[src/rtl/ysyx_25030093_mdu_if.sv]
// Request/response bus of the multiply/divide unit.
//   in_valid/in_ready   request handshake, with in_op (funct3), in_rs1, in_rs2, in_tag
//   out_valid/out_ready response handshake, with out_data and out_tag
// The master modport belongs to the execute stage that issues and consumes ops.
// The slave modport belongs to the unit.
interface ysyx_25030093_mdu_if #(
    parameter int XLEN  = 32,
    parameter int TAG_W = 5
) ();
    logic             in_valid;
    logic             in_ready;
    logic [2:0]       in_op;
    logic [XLEN-1:0]  in_rs1;
    logic [XLEN-1:0]  in_rs2;
    logic [TAG_W-1:0] in_tag;
    logic             out_valid;
    logic             out_ready;
    logic [XLEN-1:0]  out_data;
    logic [TAG_W-1:0] out_tag;

    modport master (
        output in_valid, in_op, in_rs1, in_rs2, in_tag, out_ready,
        input  in_ready, out_valid, out_data, out_tag
    );

    modport slave (
        input  in_valid, in_op, in_rs1, in_rs2, in_tag, out_ready,
        output in_ready, out_valid, out_data, out_tag
    );
endinterface

[src/rtl/ysyx_25030093_mdu.sv]
// Iterative RV32M/RV64M multiply/divide unit.
// It accepts one op at a time. Multiplication uses a radix-2 shift-add
// datapath and division uses a restoring datapath. Each op takes XLEN busy
// cycles. A zero divisor or a signed overflow finishes in one cycle.
// Ports:
//   clk    rising-edge clock
//   rst_n  asynchronous active-low reset
//   flush  synchronous cancel of the in-flight or unconsumed op
//   bus    slave side of ysyx_25030093_mdu_if (request/response handshakes)
// XLEN and TAG_W must match the parameters of the connected interface.
module ysyx_25030093_mdu #(
    parameter int XLEN  = 32,
    parameter int TAG_W = 5
) (
    input  logic                  clk,
    input  logic                  rst_n,
    input  logic                  flush,
    ysyx_25030093_mdu_if.slave    bus
);
    localparam int CNT_W = $clog2(XLEN + 1);

    typedef enum logic [1:0] {IDLE, BUSY, DONE} state_t;

    state_t             state_reg, state_next;
    logic [2:0]         op_reg;
    logic               neg_reg;       // negate the product or the quotient
    logic               rem_neg_reg;   // the dividend was negative
    logic [XLEN-1:0]    hi_reg;        // product high half / partial remainder
    logic [XLEN-1:0]    lo_reg;        // multiplier, shifting out / dividend, shifting into quotient
    logic [XLEN-1:0]    b_reg;         // multiplicand magnitude / divisor magnitude
    logic [CNT_W-1:0]   cnt_reg;
    logic [XLEN-1:0]    out_data_reg;
    logic [TAG_W-1:0]   out_tag_reg;

    // Decode the request.
    logic               accept, is_div, a_signed, b_signed, a_neg, b_neg;
    logic               div_zero, div_ovf, special;
    logic [XLEN-1:0]    a_mag, b_mag, special_data;

    assign bus.in_ready  = (state_reg == IDLE) && !flush;
    assign bus.out_valid = (state_reg == DONE);
    assign bus.out_data  = out_data_reg;
    assign bus.out_tag   = out_tag_reg;

    assign accept   = bus.in_valid && bus.in_ready;
    assign is_div   = bus.in_op[2];
    // rs1 is signed for MULH, MULHSU, DIV and REM. rs2 is signed for MULH, DIV and REM.
    assign a_signed = (bus.in_op == 3'd1) || (bus.in_op == 3'd2) ||
                      (bus.in_op == 3'd4) || (bus.in_op == 3'd6);
    assign b_signed = (bus.in_op == 3'd1) || (bus.in_op == 3'd4) || (bus.in_op == 3'd6);
    assign a_neg    = a_signed && bus.in_rs1[XLEN-1];
    assign b_neg    = b_signed && bus.in_rs2[XLEN-1];
    assign a_mag    = a_neg ? -bus.in_rs1 : bus.in_rs1;
    assign b_mag    = b_neg ? -bus.in_rs2 : bus.in_rs2;

    assign div_zero = is_div && (bus.in_rs2 == '0);
    assign div_ovf  = is_div && !bus.in_op[0] &&
                      (bus.in_rs1 == {1'b1, {(XLEN-1){1'b0}}}) &&
                      (bus.in_rs2 == {XLEN{1'b1}});
    assign special  = div_zero || div_ovf;
    // in_op[1] selects REM/REMU over DIV/DIVU.
    assign special_data = div_zero ? (bus.in_op[1] ? bus.in_rs1 : {XLEN{1'b1}})
                                   : (bus.in_op[1] ? {XLEN{1'b0}} : bus.in_rs1);

    // Multiply step. Add the multiplicand into the high half when the multiplier
    // LSB is set, then shift the whole product right. The carry out of the add
    // becomes the new MSB.
    logic [XLEN:0]      mul_sum;
    logic [XLEN-1:0]    mul_hi, mul_lo;
    assign mul_sum = {1'b0, hi_reg} + (lo_reg[0] ? {1'b0, b_reg} : {(XLEN+1){1'b0}});
    assign mul_hi  = mul_sum[XLEN:1];
    assign mul_lo  = {mul_sum[0], lo_reg[XLEN-1:1]};

    // Restoring-divide step. Shift the next dividend bit into the remainder and
    // subtract the divisor. Keep the difference when it is non-negative.
    logic [XLEN:0]      div_shift, div_diff;
    logic [XLEN-1:0]    div_hi, div_lo;
    assign div_shift = {hi_reg, lo_reg[XLEN-1]};
    assign div_diff  = div_shift - {1'b0, b_reg};
    assign div_hi    = div_diff[XLEN] ? div_shift[XLEN-1:0] : div_diff[XLEN-1:0];
    assign div_lo    = {lo_reg[XLEN-2:0], ~div_diff[XLEN]};

    // Fix up the signs. These use the step outputs, so the final BUSY cycle
    // registers the finished result directly.
    logic [2*XLEN-1:0]  prod, prod_fix;
    logic [XLEN-1:0]    mul_res, quo_fix, rem_fix, div_res, final_data;
    logic               last;
    assign prod       = {mul_hi, mul_lo};
    assign prod_fix   = neg_reg ? -prod : prod;
    assign mul_res    = (op_reg[1:0] == 2'd0) ? prod_fix[XLEN-1:0] : prod_fix[2*XLEN-1:XLEN];
    assign quo_fix    = neg_reg ? -div_lo : div_lo;
    assign rem_fix    = rem_neg_reg ? -div_hi : div_hi;
    assign div_res    = op_reg[1] ? rem_fix : quo_fix;
    assign final_data = op_reg[2] ? div_res : mul_res;
    assign last       = (state_reg == BUSY) && (cnt_reg == CNT_W'(1));

    always_ff @(posedge clk or negedge rst_n) begin
        if (!rst_n) begin
            state_reg <= IDLE;
        end else begin
            state_reg <= state_next;
        end
    end

    always_comb begin
        state_next = state_reg;
        if (flush) begin
            state_next = IDLE;
        end else begin
            case (state_reg)
                IDLE:    if (accept) state_next = special ? DONE : BUSY;
                BUSY:    if (cnt_reg == CNT_W'(1)) state_next = DONE;
                DONE:    if (bus.out_ready) state_next = IDLE;
                default: state_next = IDLE;
            endcase
        end
    end

    always_ff @(posedge clk or negedge rst_n) begin
        if (!rst_n) begin
            op_reg       <= '0;
            neg_reg      <= 1'b0;
            rem_neg_reg  <= 1'b0;
            hi_reg       <= '0;
            lo_reg       <= '0;
            b_reg        <= '0;
            cnt_reg      <= '0;
            out_data_reg <= '0;
            out_tag_reg  <= '0;
        end else if (accept) begin
            op_reg      <= bus.in_op;
            neg_reg     <= a_neg ^ b_neg;
            rem_neg_reg <= a_neg;
            out_tag_reg <= bus.in_tag;
            hi_reg      <= '0;
            cnt_reg     <= CNT_W'(XLEN);
            // For a multiply, rs2 shifts through lo_reg as the multiplier.
            // For a divide, rs1 shifts through lo_reg as the dividend.
            lo_reg      <= is_div ? a_mag : b_mag;
            b_reg       <= is_div ? b_mag : a_mag;
            if (special) begin
                out_data_reg <= special_data;
            end
        end else if ((state_reg == BUSY) && !flush) begin
            hi_reg  <= op_reg[2] ? div_hi : mul_hi;
            lo_reg  <= op_reg[2] ? div_lo : mul_lo;
            cnt_reg <= cnt_reg - CNT_W'(1);
            if (last) begin
                out_data_reg <= final_data;
            end
        end
    end
endmodule

[src/flat_wrapper.sv]
// flat-port wrapper written by rule: the top's interface ports become plain ports
module ysyx_25030093_mdu_flat 
#(
    parameter int XLEN  = 32,
    parameter int TAG_W = 5
)
  (clk, rst_n, flush, bus_in_valid, bus_in_op, bus_in_rs1, bus_in_rs2, bus_in_tag, bus_out_ready, bus_in_ready, bus_out_valid, bus_out_data, bus_out_tag);
  ysyx_25030093_mdu_if #(.XLEN(XLEN), .TAG_W(TAG_W)) bus_i ();
  input  logic clk;
  input  logic rst_n;
  input  logic flush;
  input wire logic [$bits(bus_i.in_valid)-1:0] bus_in_valid;
  input wire logic [$bits(bus_i.in_op)-1:0] bus_in_op;
  input wire logic [$bits(bus_i.in_rs1)-1:0] bus_in_rs1;
  input wire logic [$bits(bus_i.in_rs2)-1:0] bus_in_rs2;
  input wire logic [$bits(bus_i.in_tag)-1:0] bus_in_tag;
  input wire logic [$bits(bus_i.out_ready)-1:0] bus_out_ready;
  output wire logic [$bits(bus_i.in_ready)-1:0] bus_in_ready;
  output wire logic [$bits(bus_i.out_valid)-1:0] bus_out_valid;
  output wire logic [$bits(bus_i.out_data)-1:0] bus_out_data;
  output wire logic [$bits(bus_i.out_tag)-1:0] bus_out_tag;
  assign bus_i.in_valid = bus_in_valid;
  assign bus_i.in_op = bus_in_op;
  assign bus_i.in_rs1 = bus_in_rs1;
  assign bus_i.in_rs2 = bus_in_rs2;
  assign bus_i.in_tag = bus_in_tag;
  assign bus_i.out_ready = bus_out_ready;
  assign bus_in_ready = bus_i.in_ready;
  assign bus_out_valid = bus_i.out_valid;
  assign bus_out_data = bus_i.out_data;
  assign bus_out_tag = bus_i.out_tag;
  ysyx_25030093_mdu #(.XLEN(XLEN), .TAG_W(TAG_W)) u_core (.clk(clk), .rst_n(rst_n), .flush(flush), .bus(bus_i));
endmodule
[config.mk]
export PLATFORM = sky130hd
export DESIGN_NAME = ysyx_25030093_mdu_flat
export DESIGN_NICKNAME = d
export VERILOG_FILES = /design/src/rtl/ysyx_25030093_mdu_if.sv /design/src/rtl/ysyx_25030093_mdu.sv /design/src/flat_wrapper.sv
export SDC_FILE = /design/constraint.sdc
export NUM_CORES = 1
export LEC_CHECK = 0
export CAP_MARGIN = 20
export CORE_MARGIN = 5
export CORE_UTILIZATION = 30
export CTS_BUF_LIST = sky130_fd_sc_hd__clkbuf_4 sky130_fd_sc_hd__clkbuf_8 sky130_fd_sc_hd__clkbuf_16
export DETAILED_ROUTE_END_ITERATION = 8
export MAX_ROUTING_LAYER = met4
export PLACE_DENSITY = 0.46
export SLEW_MARGIN = 5
export SYNTH_ARGS = -nofsm -noshare
export SYNTH_HDL_FRONTEND = slang
export SYNTH_SLANG_ARGS = --single-unit
[constraint.sdc]
create_clock -name clk -period 6.15 [get_ports clk]
set_clock_uncertainty 0.2 [all_clocks]
set_input_delay 1.23 -clock clk [delete_from_list [all_inputs] [get_ports clk]]
set_output_delay 1.23 -clock clk [all_outputs]
set_load 0.02 [all_outputs]
Yosys cells after proc, flatten, opt, wreduce, memory -nomap -nowiden
Index checks and enable logic that the tools add are counted.
{ "classes": {"add_sub_neg": 8, "eq_ne": 13, "n_mux": 33, "bitwise_logic": 2, "reduce_logical": 25} }
{ "ops": {"columns": ["cell", "count"], "rows": [
  ["32-bit two-way mux", 24],
  ["32-bit negation", 4],
  ["32-bit equality test (second input constant)", 2],
  ["64-bit two-way mux", 1],
  ["64-bit negation", 1],
  ["32-bit by 33-bit adder with 33-bit output", 1],
  ["33-bit by 32-bit subtractor with 33-bit output", 1],
  ["32-bit zero test", 1],
  ["6-bit two-way mux", 2],
  ["1-bit logical AND", 10],
  ["2-bit two-way mux", 5],
  ["3-bit equality test (second input constant)", 2],
  ["6-bit by 1-bit equality test with 1-bit output (second input constant)", 1],
  ["1-bit logical OR", 6],
  ["3-bit != test (second input constant)", 2],
  ["2-bit one-hot mux with 3 select lines", 1],
  ["3-bit AND reduction", 2],
  ["6-bit by 1-bit subtractor with 6-bit output (second input constant)", 1],
  ["2-bit zero test", 2],
  ["2-bit nonzero test", 2],
  ["3-bit by 1-bit equality test with 1-bit output (second input constant)", 1],
  ["3-bit by 2-bit equality test with 1-bit output (second input constant)", 1],
  ["3-bit by 2-bit != test with 1-bit output (second input constant)", 1],
  ["2-bit by 1-bit equality test with 1-bit output (second input constant)", 1],
  ["5 further kinds", 6]
]} }
{ "totals": {"regBits": 146, "out_inout_bits": 39, "word_cells": 91} }

Logic depth before layout (Yosys ltp)
Gate-level depths: netlist of run 1.
{ "depth": {"ltp_word": 9, "ltp_mapped": 22, "depth_no_buf": 20} }

Worst setup path after synthesis of run 1
No wires, ideal clock.
{ "synth_path": {"path_type": "reg-to-reg", "startpoint": "register u_core.lo_reg[31]", "endpoint": "register u_core.out_data_reg[30], in the netlist u_core.bus.out_data[30]", "setup_ps": 82, "t_arrival_ps": 5115, "required_time_ps": 5868, "path_slack_ps": 753, "stages_incl_launch_ff": 23, "path_buffers": 3, "cell_sequence": "dfrtp_1 -> inv_1 -> ha_1 -> fa_1 -> and2b_1 -> o2111ai_1 -> a211oi_1 -> o211ai_1 -> o211a_1 -> inv_2 -> buf_2 -> buf_1 -> buf_1 -> mux2_2 -> ha_1 -> or3b_2 -> mux2i_1 -> o221a_1 -> nand3_1 -> o41ai_1 -> xnor2_1 -> nand2_1 -> a31oi_1"} }
{ "synth_between": {"elab_chain_len": 9} }
{ "synth_rtl": {"columns": ["element", "line", "text"], "rows": [
  ["from (decl)", "ysyx_25030093_mdu.sv:29", "logic [XLEN-1:0] lo_reg;"],
  ["from (signal assigned)", "ysyx_25030093_mdu.sv:139", "lo_reg <= is_div ? a_mag : b_mag;"],
  ["from (signal assigned)", "ysyx_25030093_mdu.sv:146", "lo_reg <= op_reg[2] ? div_lo : mul_lo;"],
  ["33-bit by 32-bit subtractor with 33-bit output", "ysyx_25030093_mdu.sv:79", "assign div_diff = div_shift - {1'b0, b_reg};"],
  ["32-bit two-way mux or 1-bit NOT (tied branches)", "ysyx_25030093_mdu.sv:80, ysyx_25030093_mdu.sv:81", null],
  ["32-bit negation (on tied branches)", "ysyx_25030093_mdu.sv:92, ysyx_25030093_mdu.sv:91", null],
  ["32-bit two-way mux (on tied branches)", "ysyx_25030093_mdu.sv:92, ysyx_25030093_mdu.sv:91", null],
  ["32-bit two-way mux", "ysyx_25030093_mdu.sv:93", "assign div_res = op_reg[1] ? rem_fix : quo_fix;"],
  ["32-bit two-way mux (*)", "ysyx_25030093_mdu.sv:94", "assign final_data = op_reg[2] ? div_res : mul_res;"],
  ["32-bit two-way mux (*)", "ysyx_25030093_mdu.sv:148", "if (last) begin"],
  ["32-bit two-way mux (*)", "ysyx_25030093_mdu.sv:144", "end else if ((state_reg == BUSY) && !flush) begin"],
  ["32-bit two-way mux (*)", "ysyx_25030093_mdu.sv:130", "end else if (accept) begin"],
  ["to (signal assigned)", "ysyx_25030093_mdu.sv:142", "out_data_reg <= special_data;"],
  ["to (signal assigned)", "ysyx_25030093_mdu.sv:149", "out_data_reg <= final_data;"],
  ["to (decl)", "ysyx_25030093_mdu.sv:32", "logic [XLEN-1:0] out_data_reg;"]
]} }
Every way passes the cells marked *; elsewhere a longest branch is shown, timed or not. The select of a mux whose other input is x is not followed.
A chain may end at the register's enable or synchronous reset.

Worst setup path in the final report of run 1
Same ends and word-level chain as after synthesis.

==> impl_metrics.env, run 1 <==
export IMPL_dieArea_um2=63100
export IMPL_port_buffers=115
export IMPL_grt_max_degree=105
export IMPL_cts_tree="done"
export IMPL_core_area_um2=57700
export IMPL_pwr_share_comb_pct=72.7
export IMPL_globalRouteTotalUtil_pct=24.3
export IMPL_yosysTopAreaCellShare_pct=20.9
export IMPL_synth_seq_cells=146
export IMPL_final_common_cell="nand2_1"
export IMPL_drive_above_1_share_pct=5.79
export IMPL_p_switching_mw=6.51
export IMPL_synth_ff_type="dfrtp_1"
export IMPL_cts_hold_buffers=0
export IMPL_drv_cap=0
export IMPL_cts_resized_gates=0
export IMPL_min_delay_path_class="flop to flop"
export IMPL_synth_edf_count=0
export IMPL_async_flop_share_pct=100
export IMPL_ys_types=99
export IMPL_num_vias=18720
export IMPL_p_per_area_nw_per_um2=573
export IMPL_grt_pass1_vias=17949
export IMPL_rsz0062_at_grt="no"
export IMPL_cp_start_kind="flop"
export IMPL_required_ns=6.34
export IMPL_routed_wl_um=76600
export IMPL_worstSkewPairLatency_ns=0.47
export IMPL_synth_area_leaders="dfrtp_1 21%, nand2_1 6.6%, o21ai_0 5.8%, a21oi_1 5.6%, ha_1 5.2%"
export IMPL_gp_congestion=1.01
export IMPL_hpwl_um=60000
export IMPL_fill_cells=6299
export IMPL_setup_viol=0
export IMPL_grt_pass1_wl_um=115000
export IMPL_dp_cells=3187
export IMPL_n_antenna_cell=0
export IMPL_antenna_found_initial=1
export IMPL_boundaryPins=116
export IMPL_syn_area_um2=17500
export IMPL_cts_sinks=146
export IMPL_rows=88
export IMPL_tns_ns=0
export IMPL_ys_warn_count=0
export IMPL_die_x_um=251
export IMPL_grt_overflow=0
export IMPL_switching_share_pct=57.0
export IMPL_vias_per_cell=5.82
export IMPL_worst_pin_slew_ns=1.01
export IMPL_timing_hold_ws_ns=0.278
export IMPL_post_cts_setup_buffers=0
export IMPL_cts_max_level=4
export IMPL_maxSlewHeadroom_pct=32.4
export IMPL_postRouteAntennaNets=0
export IMPL_internal_power_mw=4.91
export IMPL_cts_root_buf="clkbuf_16"
export IMPL_syn_nets=2584
export IMPL_power_frac_seq_pct=16.8
export IMPL_dieHeight_um=251
export IMPL_cp_data_arrival_time_ns=5.63
export IMPL_fin_util_pct=34.5
export IMPL_instances_no_fill=3219
export IMPL_synth_area_per_cell_um2=7.17
export IMPL_fmax_ghz=0.184
export IMPL_status="completed"
export IMPL_power_leakage_nw=7.80
export IMPL_route_detailed_drc=0
export IMPL_crit_type="flop to flop"
export IMPL_critPathCaptureType="flop"
export IMPL_yosysSeqAreaShare_pct=20.9
export IMPL_dr_pass1_iters=5
export IMPL_wl_per_cell_um=23.8
export IMPL_hold_violations=0
export IMPL_clk_path_buf_depth=2
export IMPL_initial_core_util_pct=30.3
export IMPL_peakVddDrop_uv=359
export IMPL_cts_clk_slew_worst_paths_ns=0.07
export IMPL_layout_common_cells="306 x nand2_1, 235 x nor2_1, 201 x o21ai_0"
export IMPL_period_minus_slack_ns=5.44
export IMPL_finalMaxSlewViolations=0
export IMPL_pwr_share_clk_pct=10.5
export IMPL_yosys_area_top_type="dfrtp_1"
export IMPL_period_share_pct=88.4
export IMPL_postSynthCellCount=2433
export IMPL_cts_buffers=17
export IMPL_crit_fanout=6
export IMPL_drt_initial_drc_count=1530
export IMPL_syn_to_final_growth_pct=14.2
export IMPL_fin_nets=2592
[per-stage QoR]
| step | total power, mW | setup slack, ns | area [um2] |
|---|---|---|---|
| floorplan | 7.28 | 0.753 | 17500 |
| global placement | 10.1 | 0.528 | 19300 |
| detailed placement | 10.1 | 0.441 | 19300 |
| CTS | 11.3 | 0.678 | 19900 |
| global route | 12.2 | 0.326 | 19900 |
| finish | 11.4 | 0.714 | 19900 |
[worst max-delay path: stages (launching register included)]
cell       delay, ns
dfrtp_1         0.44
inv_1           0.09
ha_1            0.22
fa_1            0.41
and2b_1         0.27
o2111ai_1       0.21
a211o_1         0.37
a21boi_1        0.16
o211a_2         0.29
inv_2           0.10
a21oi_1         0.25
ha_1            0.28
or3b_2          0.48
mux2i_1         0.23
o221a_1         0.28
nand3_1         0.20
o41ai_1         0.48
xnor2_1         0.18
nand2_1         0.07
a31oi_1         0.15
[cells in the mapped netlist, types with 60 or more instances]
library cell and instances:
nand2_1 308, nor2_1 236, o21ai_0 201, a21oi_1 197, dfrtp_1 146, clkbuf_1 128, xnor2_1 98, xor2_1 88
o211ai_1 75, ha_1 72, nand3_1 65, mux2i_1 64, inv_1 62, nor3_1 60
[power groups by stage]
stage	Sequential, mW	Combinational [mW]	Clock [mW]
after global placement	1.92	8.14	0
final	1.92	8.30	1.20
after global routing	1.97	9.01	1.25
after detailed placement	1.93	8.14	0
after CTS	1.91	8.19	1.22
after floorplan	1.63	5.65	0
[routing by layer]
layer	global-route usage, %	part of all wire [%]
met5	-	0
met4	8.01	3.3
met3	2.09	4.9
met2	37.1	45
met1	34.0	47
[worst paths after layout]
kind | start | end | slack (ns) | depth (start not counted)
worst min-delay path | u_core.b_reg[3] | u_core.b_reg[3] | 0.28 | 2
worst min register to register | u_core.b_reg[3] | u_core.b_reg[3] | 0.28 | 2
worst max-delay path | u_core.lo_reg[31] | u_core.bus.out_data[30] | 0.71 | 19
min in group asynchronous | rst_n | u_core.cnt_reg[1] | 0.56 | 1
max in group asynchronous | rst_n | u_core.neg_reg | 4.01 | 2
worst max register to register | u_core.lo_reg[31] | u_core.bus.out_data[30] | 0.71 | 19
[area by class of cell]
| cell class | count | area (um2) | share of cell area [%] |
|---|---|---|---|
| Multi-Input combinational cell | 2045 | 12900 | 64.6 |
| Timing Repair Buffer | 166 | 1560 | 7.82 |
| Clock inverter | 14 | 203 | 1.02 |
| Sequential cell | 146 | 3660 | 18.4 |
| Clock buffer | 18 | 433 | 2.17 |
| Tap cell | 765 | 957 | 4.80 |
| Inverter | 65 | 244 | 1.22 |
[logic make-up after synthesis]
| logic type | count (synthesis) | synth area share [%] |
|---|---|---|
| buffers and inverters | 242 | 5.48 |
| AOI/OAI and AO/OA | 798 | 28.9 |
| muxes | 76 | 4.44 |
| DFF | 146 | 20.9 |
| adders and majority gates | 99 | 6.82 |
| and+or+nand+nor | 886 | 24.1 |
| xor gates and xnor gates | 186 | 9.33 |
No activity file was read; power rests on OpenSTA's default activity.
==> inputs of run 2 (changes only) <==
--- a/config.mk
+++ b/config.mk
@@ -12,7 +12,6 @@
 export DETAILED_ROUTE_END_ITERATION = 8
 export MAX_ROUTING_LAYER = met4
 export PLACE_DENSITY = 0.46
-export SLEW_MARGIN = 5
 export SYNTH_ARGS = -nofsm -noshare
 export SYNTH_HDL_FRONTEND = slang
 export SYNTH_SLANG_ARGS = --single-unit
==> results of run 2 <==
No change in the layout: final DEF, timing and power equal those of run 1.
